[config.mk]
export PLATFORM = sky130hd
export DESIGN_NAME = one_wire_slot_timer
export DESIGN_NICKNAME = d
export VERILOG_FILES = /design/src/rtl/one_wire_pkg.sv /design/src/rtl/one_wire_tick_gen.sv /design/src/rtl/one_wire_slot_timer.sv
export SDC_FILE = /design/constraint.sdc
export NUM_CORES = 1
export LEC_CHECK = 0
export CORE_MARGIN = 3
export CORE_UTILIZATION = 25
export CTS_CLUSTER_SIZE = 10
export DETAILED_ROUTE_END_ITERATION = 10
export SYNTH_ARGS = -nofsm -noshare
export SYNTH_HDL_FRONTEND = slang
export SYNTH_SLANG_ARGS = --single-unit
[constraint.sdc]
create_clock -name clk -period 8.3 [get_ports clk]
set_clock_uncertainty 0.05 [all_clocks]
set_input_delay 2.49 -clock clk [delete_from_list [all_inputs] [get_ports clk]]
set_output_delay 2.49 -clock clk [all_outputs]
set_load 0.01 [all_outputs]
[src/rtl/one_wire_pkg.sv]
// Shared 1-Wire slot timing definitions: encodings and phase durations in qus.
package one_wire_pkg;

   localparam int unsigned QUS_PER_US = 4;
   localparam int unsigned TICK_HZ    = QUS_PER_US * 1_000_000;
   localparam int unsigned DUR_W      = 11;

   // Slot-type encodings
   localparam logic [1:0] SLOT_RESET  = 2'b00;
   localparam logic [1:0] SLOT_WRITE0 = 2'b01;
   localparam logic [1:0] SLOT_WRITE1 = 2'b10;
   localparam logic [1:0] SLOT_READ   = 2'b11;

   // Sequencer state encodings
   localparam logic [1:0] ST_IDLE = 2'd0;
   localparam logic [1:0] ST_LOW  = 2'd1;
   localparam logic [1:0] ST_REL  = 2'd2;
   localparam logic [1:0] ST_REC  = 2'd3;

   // Standard-speed durations (qus)
   localparam logic [DUR_W-1:0] STD_RESET_LOW  = 11'd1920;
   localparam logic [DUR_W-1:0] STD_RESET_REL  = 11'd280;
   localparam logic [DUR_W-1:0] STD_RESET_REC  = 11'd1640;
   localparam logic [DUR_W-1:0] STD_WRITE0_LOW = 11'd240;
   localparam logic [DUR_W-1:0] STD_WRITE0_REL = 11'd4;
   localparam logic [DUR_W-1:0] STD_WRITE0_REC = 11'd36;
   localparam logic [DUR_W-1:0] STD_WRITE1_LOW = 11'd24;
   localparam logic [DUR_W-1:0] STD_WRITE1_REL = 11'd36;
   localparam logic [DUR_W-1:0] STD_WRITE1_REC = 11'd220;
   localparam logic [DUR_W-1:0] STD_READ_LOW   = 11'd24;
   localparam logic [DUR_W-1:0] STD_READ_REL   = 11'd36;
   localparam logic [DUR_W-1:0] STD_READ_REC   = 11'd220;

   // Overdrive durations (qus)
   localparam logic [DUR_W-1:0] OD_RESET_LOW   = 11'd280;
   localparam logic [DUR_W-1:0] OD_RESET_REL   = 11'd34;
   localparam logic [DUR_W-1:0] OD_RESET_REC   = 11'd160;
   localparam logic [DUR_W-1:0] OD_WRITE0_LOW  = 11'd30;
   localparam logic [DUR_W-1:0] OD_WRITE0_REL  = 11'd4;
   localparam logic [DUR_W-1:0] OD_WRITE0_REC  = 11'd6;
   localparam logic [DUR_W-1:0] OD_WRITE1_LOW  = 11'd4;
   localparam logic [DUR_W-1:0] OD_WRITE1_REL  = 11'd4;
   localparam logic [DUR_W-1:0] OD_WRITE1_REC  = 11'd32;
   localparam logic [DUR_W-1:0] OD_READ_LOW    = 11'd4;
   localparam logic [DUR_W-1:0] OD_READ_REL    = 11'd4;
   localparam logic [DUR_W-1:0] OD_READ_REC    = 11'd32;

   // Duration in qus of the given phase of a slot; IDLE maps to the LOW duration
   function automatic logic [DUR_W-1:0] phase_qus(input logic [1:0] slot,
                                                  input logic       od,
                                                  input logic [1:0] state);
      logic [DUR_W-1:0] d_low;
      logic [DUR_W-1:0] d_rel;
      logic [DUR_W-1:0] d_rec;
      d_low = STD_READ_LOW;
      d_rel = STD_READ_REL;
      d_rec = STD_READ_REC;
      case ({od, slot})
         3'b000: begin d_low = STD_RESET_LOW;  d_rel = STD_RESET_REL;  d_rec = STD_RESET_REC;  end
         3'b001: begin d_low = STD_WRITE0_LOW; d_rel = STD_WRITE0_REL; d_rec = STD_WRITE0_REC; end
         3'b010: begin d_low = STD_WRITE1_LOW; d_rel = STD_WRITE1_REL; d_rec = STD_WRITE1_REC; end
         3'b011: begin d_low = STD_READ_LOW;   d_rel = STD_READ_REL;   d_rec = STD_READ_REC;   end
         3'b100: begin d_low = OD_RESET_LOW;   d_rel = OD_RESET_REL;   d_rec = OD_RESET_REC;   end
         3'b101: begin d_low = OD_WRITE0_LOW;  d_rel = OD_WRITE0_REL;  d_rec = OD_WRITE0_REC;  end
         3'b110: begin d_low = OD_WRITE1_LOW;  d_rel = OD_WRITE1_REL;  d_rec = OD_WRITE1_REC;  end
         3'b111: begin d_low = OD_READ_LOW;    d_rel = OD_READ_REL;    d_rec = OD_READ_REC;    end
      endcase
      case (state)
         ST_REL:  phase_qus = d_rel;
         ST_REC:  phase_qus = d_rec;
         default: phase_qus = d_low;
      endcase
   endfunction

endpackage

[src/rtl/one_wire_tick_gen.sv]
// Quarter-microsecond prescaler: one-cycle tick every DIV clocks, restartable.
module one_wire_tick_gen #(
   parameter int unsigned DIV = 12
) (
   input  logic i_clk,
   input  logic i_rst,
   input  logic i_restart,
   output logic o_tick_c
);

   localparam int unsigned PW = (DIV > 1) ? $clog2(DIV) : 1;
   localparam logic [PW-1:0] LAST = PW'(DIV - 1);

   logic [PW-1:0] r_cnt;

   // Count 0..DIV-1; restart forces the count back to 0
   always_ff @(posedge i_clk) begin
      if (i_rst || i_restart) begin
         r_cnt <= '0;
      end else if (r_cnt == LAST) begin
         r_cnt <= '0;
      end else begin
         r_cnt <= r_cnt + PW'(1);
      end
   end

   assign o_tick_c = (r_cnt == LAST);

endmodule

[src/rtl/one_wire_slot_timer.sv]
// 1-Wire slot sequencer: LOW/REL/REC phases timed in qus, with DQ sampling.
import one_wire_pkg::*;

module one_wire_slot_timer #(
   parameter int unsigned CLK_FREQ_HZ  = 48_000_000,
   parameter int unsigned OVERDRIVE_EN = 1
) (
   input  logic       clk,
   input  logic       rst,
   input  logic       start,
   input  logic [1:0] slot_type,
   input  logic       overdrive,
   input  logic       abort,
   input  logic       dq_in,
   output logic       dq_drive_low,
   output logic       busy,
   output logic       done,
   output logic       rx_bit,
   output logic       presence
);

   localparam int unsigned DIV = CLK_FREQ_HZ / TICK_HZ;

   if ((CLK_FREQ_HZ % TICK_HZ) != 0 || CLK_FREQ_HZ < TICK_HZ) begin : g_bad_clk
      $error("one_wire_slot_timer: CLK_FREQ_HZ must be a non-zero multiple of 4 MHz");
   end

   logic [1:0]       r_state;
   logic [1:0]       r_slot;
   logic             r_od;
   logic [DUR_W-1:0] r_qus_cnt;
   logic             r_dq_meta;
   logic             r_dq_s;
   logic             r_dq_drive_low;
   logic             r_busy;
   logic             r_done;
   logic             r_rx_bit;
   logic             r_presence;

   logic [1:0]       w_next_state;
   logic             w_restart;
   logic             w_sample;
   logic             w_done;
   logic             w_phase_end;
   logic             w_tick;
   logic [DUR_W-1:0] w_dur;

   one_wire_tick_gen #(.DIV(DIV)) u_tick (
      .i_clk     (clk),
      .i_rst     (rst),
      .i_restart (w_restart),
      .o_tick_c  (w_tick)
   );

   // Two-flop synchroniser for the raw pad level
   always_ff @(posedge clk) begin
      if (rst) begin
         r_dq_meta <= 1'b1;
         r_dq_s    <= 1'b1;
      end else begin
         r_dq_meta <= dq_in;
         r_dq_s    <= r_dq_meta;
      end
   end

   // Next-state logic; abort overrides any phase transition or sample
   always_comb begin
      w_next_state = r_state;
      w_restart    = 1'b0;
      w_sample     = 1'b0;
      w_done       = 1'b0;
      w_dur        = phase_qus(r_slot, r_od, r_state);
      w_phase_end  = w_tick && (r_qus_cnt == (w_dur - 11'd1));
      case (r_state)
         ST_IDLE: begin
            if (start) begin
               w_next_state = ST_LOW;
               w_restart    = 1'b1;
            end
         end
         ST_LOW: begin
            if (abort) begin
               w_next_state = ST_IDLE;
            end else if (w_phase_end) begin
               w_next_state = ST_REL;
               w_restart    = 1'b1;
            end
         end
         ST_REL: begin
            if (abort) begin
               w_next_state = ST_IDLE;
            end else if (w_phase_end) begin
               w_next_state = ST_REC;
               w_restart    = 1'b1;
               w_sample     = 1'b1;
            end
         end
         default: begin
            if (abort) begin
               w_next_state = ST_IDLE;
            end else if (w_phase_end) begin
               w_next_state = ST_IDLE;
               w_restart    = 1'b1;
               w_done       = 1'b1;
            end
         end
      endcase
   end

   // State, phase counter, slot latch and registered outputs
   always_ff @(posedge clk) begin
      if (rst) begin
         r_state        <= ST_IDLE;
         r_slot         <= SLOT_RESET;
         r_od           <= 1'b0;
         r_qus_cnt      <= '0;
         r_dq_drive_low <= 1'b0;
         r_busy         <= 1'b0;
         r_done         <= 1'b0;
      end else begin
         r_state <= w_next_state;
         if (w_restart) begin
            r_qus_cnt <= '0;
         end else if (w_tick && (r_state != ST_IDLE)) begin
            r_qus_cnt <= r_qus_cnt + 11'd1;
         end
         if ((r_state == ST_IDLE) && start) begin
            r_slot <= slot_type;
            r_od   <= overdrive & (OVERDRIVE_EN != 0);
         end
         r_dq_drive_low <= (w_next_state == ST_LOW);
         r_busy         <= (w_next_state != ST_IDLE);
         r_done         <= w_done;
      end
   end

   // Sampled bus results, held until the next sampling slot
   always_ff @(posedge clk) begin
      if (rst) begin
         r_rx_bit   <= 1'b1;
         r_presence <= 1'b0;
      end else if (w_sample) begin
         if (r_slot == SLOT_READ) begin
            r_rx_bit <= r_dq_s;
         end
         if (r_slot == SLOT_RESET) begin
            r_presence <= ~r_dq_s;
         end
      end
   end

   assign dq_drive_low = r_dq_drive_low;
   assign busy         = r_busy;
   assign done         = r_done;
   assign rx_bit       = r_rx_bit;
   assign presence     = r_presence;

endmodule

# Word-level counts from Yosys, hierarchy flattened
# Memory sizes are Yosys's and may differ from the RTL's. A register that Yosys moved wholly into a read port is not among the register bits.
# Index checks and enable logic that the tools add are counted.
word_totals:
  reg_bits: 27
  latch_bits: 0
  ram_bits: 0
  rom_bits: 200
  input_bits: 8
  output_inout_bits: 5
  elab_cells: 53
  memories: 1
memory_table:
  columns: ["name", "words", "word_bits", "rd", "rd_ports_with_merged_regs", "wr", "line", "text"]
  rows:
  - ["(no name shown)", 8, 25, 1, 1, 0, "one_wire_pkg.sv:58", "case ({od, slot})"]
classes:
  n_addsub: 3
  multipliers: 0
  div: 0
  magnitude_cmp: 0
  eq_ne: 7
  n_shift: 0
  mux: 16
  n_bitwise: 1
  n_reduce_logical: 13
op_table:
  columns: ["op", "count"]
  rows:
  - ["11-bit one-hot mux with 2 select lines", 1]
  - ["2-bit 2-to-1 mux", 7]
  - ["11-bit by 1-bit adder with 11-bit output, second input constant", 1]
  - ["11-bit equality test", 1]
  - ["11-bit by 1-bit subtractor with 11-bit output, second input constant", 1]
  - ["2-bit equality test, second input constant", 3]
  - ["3-bit 2-to-1 mux", 2]
  - ["2-bit one-hot mux with 3 select lines", 1]
  - ["1-bit 2-to-1 mux", 5]
  - ["4-bit by 1-bit adder with 4-bit output, second input constant", 1]
  - ["2-bit by 1-bit equality test with 1-bit output, second input constant", 2]
  - ["4-bit equality test, second input constant", 1]
  - ["2-bit zero test", 2]
  - ["2-bit AND reduction", 2]
  - ["2-bit nonzero test", 2]
  - ["2-bit OR reduction", 2]
  - ["4-bit OR reduction", 1]
  - ["1-bit logical AND", 3]
  - ["1-bit logical OR", 1]
  - ["1-bit inverter", 1]

# Longest topological paths before layout
# Gate-level depths: netlist (run 1).
depth:
  depth_word: 10
  ltp_mapped: 15
  depth_no_buf: 13

# Modules after synthesis
# A second synthesis (run 1) with hierarchy kept.
unflattened:
  hier_cells: 241
  area_unflattened_um2: 2184.6
modules_own_cells:
  columns: ["mod", "instances", "cells_each", "area_per_inst_um2", "seq_area_each_um2"]
  rows:
  - ["one_wire_slot_timer", 1, 223, 2018.2, 760.7]
  - ["one_wire_tick_gen", 1, 18, 166.4, 80.1]

# Least setup slack after synthesis (run 1)
# Ideal clock, no wire load.
synth_path:
  path_kind: "input port to flip-flop"
  start: "in start"
  end: "reg with a tool-made name"
  setup_ps: 121
  arrival_time_ps: 3551
  t_required_ps: 8129
  slack_ps: 4578
  stages: 6
  cell_sequence: "nand2_1 > nand2_1 > a21oi_1 > nor2_1 > nor3_1 > nor2_1"
synth_rtl:
  columns: ["item", "line", "text"]
  rows:
  - ["from (decl)", "one_wire_slot_timer.sv:10", "input logic start,"]

==> metrics.yaml, run 1 <==
timing:
  fin_ws_ns: 4.043
  slew_headroom_pct: 52.27
  hold_viol: 0
  rsz0062_at_grt: "no"
  worst_pin_slew_ns: 0.7160
  max_freq_mhz: 234.9
  setup_viol: 0
  worst_hold_slack_ns: 0.3677
  post-route-period-util_pct: 51.29
  post-route-min-period_ns: 4.257
  tns_ns: 0
  maxSlewViolCount: 0
clocking:
  clkLatencyLatePin_ns: 0.30
  htreeDepth: 2
  post_cts_buffers: 0
  cts_tree: "built"
  cts_root_buffer: "clkbuf_8"
  cts_hold_buffers: 0
  cts_buffer_depth: 2
  cts-buffers-inserted: 5
  ctsResizeCount: 0
  cts.sinks: 42
  path_clk_slew_ns: 0.08
cells_and_area:
  drive_gt1_share_pct: 14.51
  stdcell_count: 363
  diodes: 0
  fillers: 927
  syn_to_final_growth_pct: 14.29
  area.sequential_sq_um: 840.8
  multiInputGateArea_sq_um: 1374
  num-nets-final: 270
worst_setup_path:
  endpoint_kind: "flop"
  ff2ff_setup_slack_ns: 4.26
  r2r-end: "u_tick.r_cnt[1]$_SDFF_PP0_"
  r2r_start: "r_state[0]$_SDFF_PP0_"
  crit_path_start_kind: "input pin"
  cp_max_fo: 17
  rr_worst_depth: 13
  worstPathRequired_ns: 8.44
  worstSetupPathType: "in -> reg"
  cp.arrival_ns: 4.40
routing:
  remaining_drc_errors: 0
  wl_microns: 4416
  vias_per_cell: 4.815
  avgRoutedWirePerCell_microns: 12.17
  drtIter0Drc: 84
  drt_pre_antenna_iters: 4
  via_count: 1748
  ant_nets: 0
run_status:
  status: "complete, no violations"
yosys:
  yosysWarningCount: 0
  synth_edf_count: 0
  synth_async_sr_flop_share_pct: 0
  synth_seq_cells: 42
  synth-main-ff-cell: "dfxtp_1"
  yosys.cell_types.count: 56
  syn_area_sq_um: 2311
  syn-num-nets: 259
  synthCells: 243
  yosysSeqAreaShare_pct: 36.38
  avgSynthCellArea_sq_um: 9.510
job:
  cap_violations: 0
floorplan:
  core_area_sq_um: 8848
  dieArea_sq_um: 10430
  die_h_microns: 102.1
  num_rows: 34
  io_pins: 13
  start_util_pct: 26.12
  fp.dieW_microns: 102.1
global_routing:
  grt_usage_pct: 9.307
  grt_pass1_vias: 1672
  grt_max_degree: 20
  grt_pass1_wl_microns: 7879
  grt_overflow: 0
  antenna_found_initial: 0
placement:
  routabilityCongestion: 0.8207
  place_ws_ns: 3.687
  port_buffers: 12
  dp_hpwl_microns: 3398
  dp.cells: 355
pwr:
  pwr-share-clk_pct: 40.6
  ir_drop_v: 0.0001159
  swShare_pct: 25.15
  p_leak_nw: 0.9384
  p_switching_mw: 0.1207
  powerDensity_nw_per_um2: 181.8
  p_comb_share_pct: 13.7
  seqPwrFrac_pct: 45.8
  p_int_mw: 0.3593
worst_hold_path:
  holdCritStartpoint: "r_dq_meta$_SDFF_PP1_"
  hold_class: "reg -> reg"
  min_to: "r_dq_s$_SDFF_PP1_"
  hold_path_depth: 1
## how the worst max path moves through the flow
stage,slack [ns],from,end,cells past startpoint
final,4.04,rst,flop,5
after CTS,4.03,rst,flop,5
after floorplan,4.58,start,flop,6
after global placement,3.76,rst,flop,5
after global routing,3.83,rst,flop,5
after detailed placement,3.69,rst,flop,5
## layout make-up
| class | instances | share of cell area (%) |
|---|---|---|
| well taps | 108 | 5.116 |
| inverters | 9 | 1.279 |
| clock inverters | 3 | 2.605 |
| repair buffers | 12 | 4.548 |
| clock buffers | 5 | 2.605 |
| flip-flops and latches | 42 | 31.83 |
| multi-input cells | 184 | 52.01 |
## logic make-up after synthesis
kind of cell	count (synthesis)	synth area share [%]
adder cells (fa/ha/maj)	8	4.332
AO/OA/AOI/OAI	41	14.51
AND/OR/NAND/NOR	110	30.54
flip-flops	42	36.38
XOR/XNOR	20	7.905
buffers and inverters	17	4.168
multiplexers	5	2.166
## cell usage in the layout, fill, tap and decap left out, types with 2 or more instances in the layout
cell,synthesis,routed
o21ai_1,2,2
ha_1,8,8
nor3b_1,4,4
and3b_1,2,2
xor2_1,9,9
nand2b_1,2,2
o21ai_0,7,7
o31a_1,2,2
a22oi_2,3,3
bufinv_16,0,2
and2_1,3,3
nand3_1,11,11
mux2i_1,5,5
o2111ai_1,3,3
nor2_4,11,11
nor2_1,20,20
inv_1,9,9
or3b_1,2,2
or2_2,2,2
and4_1,2,2
nor4_1,5,5
nand4_1,5,5
nor3_1,11,11
or3_1,3,3
clkbuf_8,0,5
clkdlybuf4s50_1,0,12
dfxtp_1,42,42
nand2_1,15,15
and3_1,3,3
a22o_1,2,2
a21oi_1,9,9
xnor2_1,10,10
## stage by stage
| step | power, mW | instance area [sq um] | utilization, % |
|---|---|---|---|
| 3_3_place_gp | 0.2890 | 2504 | 28.29 |
| 2_1_floorplan | 0.2746 | 2311 | - |
| 5_1_grt | 0.5031 | 2641 | 29.85 |
| 3_5_place_dp | 0.2905 | 2504 | 28.29 |
| 6_report | 0.4801 | 2641 | 29.85 |
| 4_1_cts | 0.4859 | 2641 | 29.85 |
## Yosys cell counts (all sizes together), types with 4 or more instances
| cell | number | area (sq um) |
|---|---|---|
| ha | 8 | 100.1 |
| nor3b | 5 | 42.54 |
| a21oi | 10 | 61.31 |
| xor2 | 10 | 95.10 |
| buf | 4 | 47.54 |
| a22oi | 4 | 45.05 |
| nand3 | 11 | 55.05 |
| nor3 | 12 | 65.06 |
| nor4 | 7 | 65.06 |
| and2 | 4 | 26.28 |
| dfxtp | 42 | 840.8 |
| mux2i | 5 | 50.05 |
| nand4 | 6 | 52.55 |
| inv | 9 | 33.78 |
| nand2 | 15 | 56.30 |
| nor2 | 31 | 198.9 |
| o21ai | 9 | 45.04 |
| clkbuf | 4 | 15.01 |
| xnor2 | 10 | 87.58 |
## worst max-delay path, cell delays in order
cell and delay [ns]:
clkdlybuf4s50_1 0.70, a21oi_1 0.70, nor2_1 0.18, nor3_1 0.25
nor2_1 0.07
## routing by layer
metal	global-route usage, %	up-vias	share of wire (%)	wire (microns)
met5	0	-	0	0
met4	2.725	0	0.91	40
met3	1.843	4	2.8	125
met2	15.29	26	48	2120
met1	12.38	822	48	2130
li1	-	896	-	-
## power by group through the flow
| stage | Clock, mW | Combinational (mW) | Sequential [mW] |
|---|---|---|---|
| floorplan | 0 | 0.0520 | 0.223 |
| global placement | 0 | 0.0647 | 0.224 |
| detailed placement | 0 | 0.0662 | 0.224 |
| CTS | 0.200 | 0.0662 | 0.220 |
| global route | 0.209 | 0.0730 | 0.221 |
| finish | 0.195 | 0.0657 | 0.220 |
Note: power is estimated with default switching activity, not from simulation.
==> inputs of run 2 (changes only) <==
==> constraint.sdc (replaced) <==
create_clock -name clk -period 4.04 [get_ports clk]
set_clock_uncertainty 0.05 [all_clocks]
set_input_delay 1.212 -clock clk [delete_from_list [all_inputs] [get_ports clk]]
set_output_delay 1.212 -clock clk [all_outputs]
set_load 0.01 [all_outputs]
==> run 2 against run 1 <==
Effect of this change:
- sequential power is 110% higher
- utilization decreased by 0.071 points
- cell count grew 0.83%
- worst hold slack worse by 0.0032 ns
- non-clock buffer count is 3 higher
==> metrics.yaml, run 2 (same netlist as run 1, synthesis figures left out) <==
run_status:
  status: "complete, no violations"
placement:
  dp.cells: 358  # +0.85%
  routabilityCongestion: 0.8071  # -1.7%
  port_buffers: 12  # unchanged
  dp_hpwl_microns: 3681  # +8.3%
cells_and_area:
  num-nets-final: 273  # +1.1%
  syn_to_final_growth_pct: 14.02
  stdcell_count: 366  # +0.83%
  drive_gt1_share_pct: 15.50  # +0.99 points
  diodes: 0  # unchanged
  most-common-layout-cells: "42 x dfxtp_1, 20 x nor2_1, 15 x nand2_1, 12 x clkdlybuf4s50_1"
  final_common_cell: "dfxtp_1"
clocking:
  cts_tree: "built"
  cts_root_buffer: "clkbuf_8"
  cts.sinks: 42  # unchanged
  clkLatencyLatePin_ns: 0.29  # about the same
  cts_hold_buffers: 0  # unchanged
  ctsResizeCount: 0  # unchanged
  cts-buffers-inserted: 5  # unchanged
  cts_buffer_depth: 2  # unchanged
  post_cts_buffers: 0  # unchanged
  htreeDepth: 2  # unchanged
  path_clk_slew_ns: 0.08  # about the same
routing:
  avgRoutedWirePerCell_microns: 12.60  # +3.6%
  wl_microns: 4611  # +4.4%
  via_count: 1741  # -0.40%
  vias_per_cell: 4.757  # -1.2%
  drt_pre_antenna_iters: 4  # unchanged
  drtIter0Drc: 77  # -8.3%
  remaining_drc_errors: 0  # unchanged
  ant_nets: 0  # unchanged
pwr:
  p_int_mw: 0.6741  # +88%
  pwr-share-clk_pct: 35.1  # -5.5 points
  p_comb_share_pct: 15.2  # +1.5 points
  total_power_mw: 0.9089  # +89%
  ir_drop_v: 0.0002640  # +130%
  powerDensity_nw_per_um2: 344.9  # +90%
  swShare_pct: 25.84  # +0.69 points
  seqPwrFrac_pct: 49.7  # +3.9 points
  p_leak_nw: 0.9435  # +0.55%
  p_switching_mw: 0.2349  # +95%
global_routing:
  grt_usage_pct: 9.584  # +0.28 points
  grt_overflow: 0  # unchanged
  grt_max_degree: 16  # -20%
  use_met1_pct: 13.55  # +1.2 points
  grt_pass1_wl_microns: 8010  # +1.7%
  grt_util_met3_pct: 2.457  # +0.61 points
  grt_pass1_vias: 1654  # -1.1%
  top_usage_layer: "met2"
  antenna_found_initial: 0  # unchanged
  met2_usage_pct: 14.49  # -0.80 points
worst_setup_path:
  crit_path_start_kind: "flop"
  ff2ff_setup_slack_ns: 0.42  # -3.84 ns
  cp-endpoint: "u_tick.r_cnt[1]$_SDFF_PP0_"
  cp.arrival_ns: 3.74  # -0.66 ns
  rr_worst_depth: 13  # unchanged
  r2r_start: "r_state[0]$_SDFF_PP0_"
  r2r-end: "u_tick.r_cnt[1]$_SDFF_PP0_"
  endpoint_kind: "flop"
  setup.worst_path.start: "r_state[0]$_SDFF_PP0_"
  cp_max_fo: 15  # -2
  worstPathRequired_ns: 4.16  # -4.28 ns
  worstSetupPathType: "reg -> reg"
job:
  cap_violations: 0  # unchanged
floorplan:
  start_util_pct: 26.12  # unchanged
  dieArea_sq_um: 10430  # unchanged
  fp.dieW_microns: 102.1  # unchanged
  num_rows: 34  # unchanged
  io_pins: 13  # unchanged
  core_area_sq_um: 8848  # unchanged
  die_h_microns: 102.1  # unchanged
timing:
  hold_viol: 0  # unchanged
  max_freq_mhz: 276.1
  worst_pin_slew_ns: 0.5392  # -0.1768 ns
  maxSlewViolCount: 0  # unchanged
  tns_ns: 0  # unchanged
  slew_headroom_pct: 63.92  # +12 points
  post-route-min-period_ns: 3.622
  rsz0062_at_grt: "no"
  setup_viol: 0  # unchanged
  post-route-period-util_pct: 89.66
worst_hold_path:
  hold_class: "reg -> reg"
[run 2: area by class of cell]
cell class | count | area [sq um]
Multi-Input combinational cell | 184 | 1374
Sequential cell | 42 | 840.8
Tap cell | 108 | 135.1
Timing Repair Buffer | 15 | 142.6
Inverter | 9 | 33.78
Clock inverter | 3 | 40.04
Clock buffer | 5 | 68.82
Fill cell | 951 | 6213
[run 2: layer usage]
layer  routed length, microns  part of all wire (%)
met2                     2087                    45
met1                     2282                    49
met3                      193                   4.2
met4                       48                   1.0
met5                        0                     0
[run 2: power groups by stage]
stage          Combinational, mW  Clock (mW)  Sequential [mW]
5_1_grt                    0.155       0.348            0.454
3_3_place_gp               0.136           0            0.461
6_report                   0.138       0.319            0.451
2_1_floorplan              0.107           0            0.457
3_5_place_dp               0.139           0            0.461
4_1_cts                    0.139       0.330            0.451
[run 2: critical path, stage by stage, from the launching register on]
cell	delay, ns
dfxtp_1	0.44
inv_1	0.10
ha_1	0.33
nor2_1	0.38
a21oi_4	0.14
ha_1	0.31
xor2_1	0.15
nand3_1	0.09
nor3b_1	0.16
and4b_1	0.26
o2111ai_1	0.19
nor4_4	0.34
a31o_4	0.46
nor3b_1	0.09
[run 2: per-stage QoR]
stage / cell area, sq um / hold slack (ns) / utilization, % / setup slack (ns)
2_1_floorplan: 2311 / 0.3395 / - / 0.8926
3_3_place_gp: 2526 / 0.3445 / 28.55 / 0.5589
3_5_place_dp: 2526 / 0.3510 / 28.55 / 0.4183
4_1_cts: 2635 / 0.3708 / 29.78 / 0.3975
5_1_grt: 2635 / 0.3900 / 29.78 / 0.1185
6_report: 2635 / 0.3645 / 29.78 / 0.4176
[run 2: how the worst min path moves through the flow]
| stage | start | end | slack (ns) | depth (start not counted) |
|---|---|---|---|---|
| floorplan | r_dq_meta$_SDFF_PP1_ | r_dq_s$_SDFF_PP1_ | 0.34 | 1 |
| global placement | r_dq_meta$_SDFF_PP1_ | r_dq_s$_SDFF_PP1_ | 0.34 | 1 |
| detailed placement | r_dq_meta$_SDFF_PP1_ | r_dq_s$_SDFF_PP1_ | 0.35 | 1 |
| CTS | r_dq_meta$_SDFF_PP1_ | r_dq_s$_SDFF_PP1_ | 0.37 | 1 |
| global route | r_dq_meta$_SDFF_PP1_ | r_dq_s$_SDFF_PP1_ | 0.39 | 1 |
| finish | r_dq_meta$_SDFF_PP1_ | r_dq_s$_SDFF_PP1_ | 0.36 | 1 |
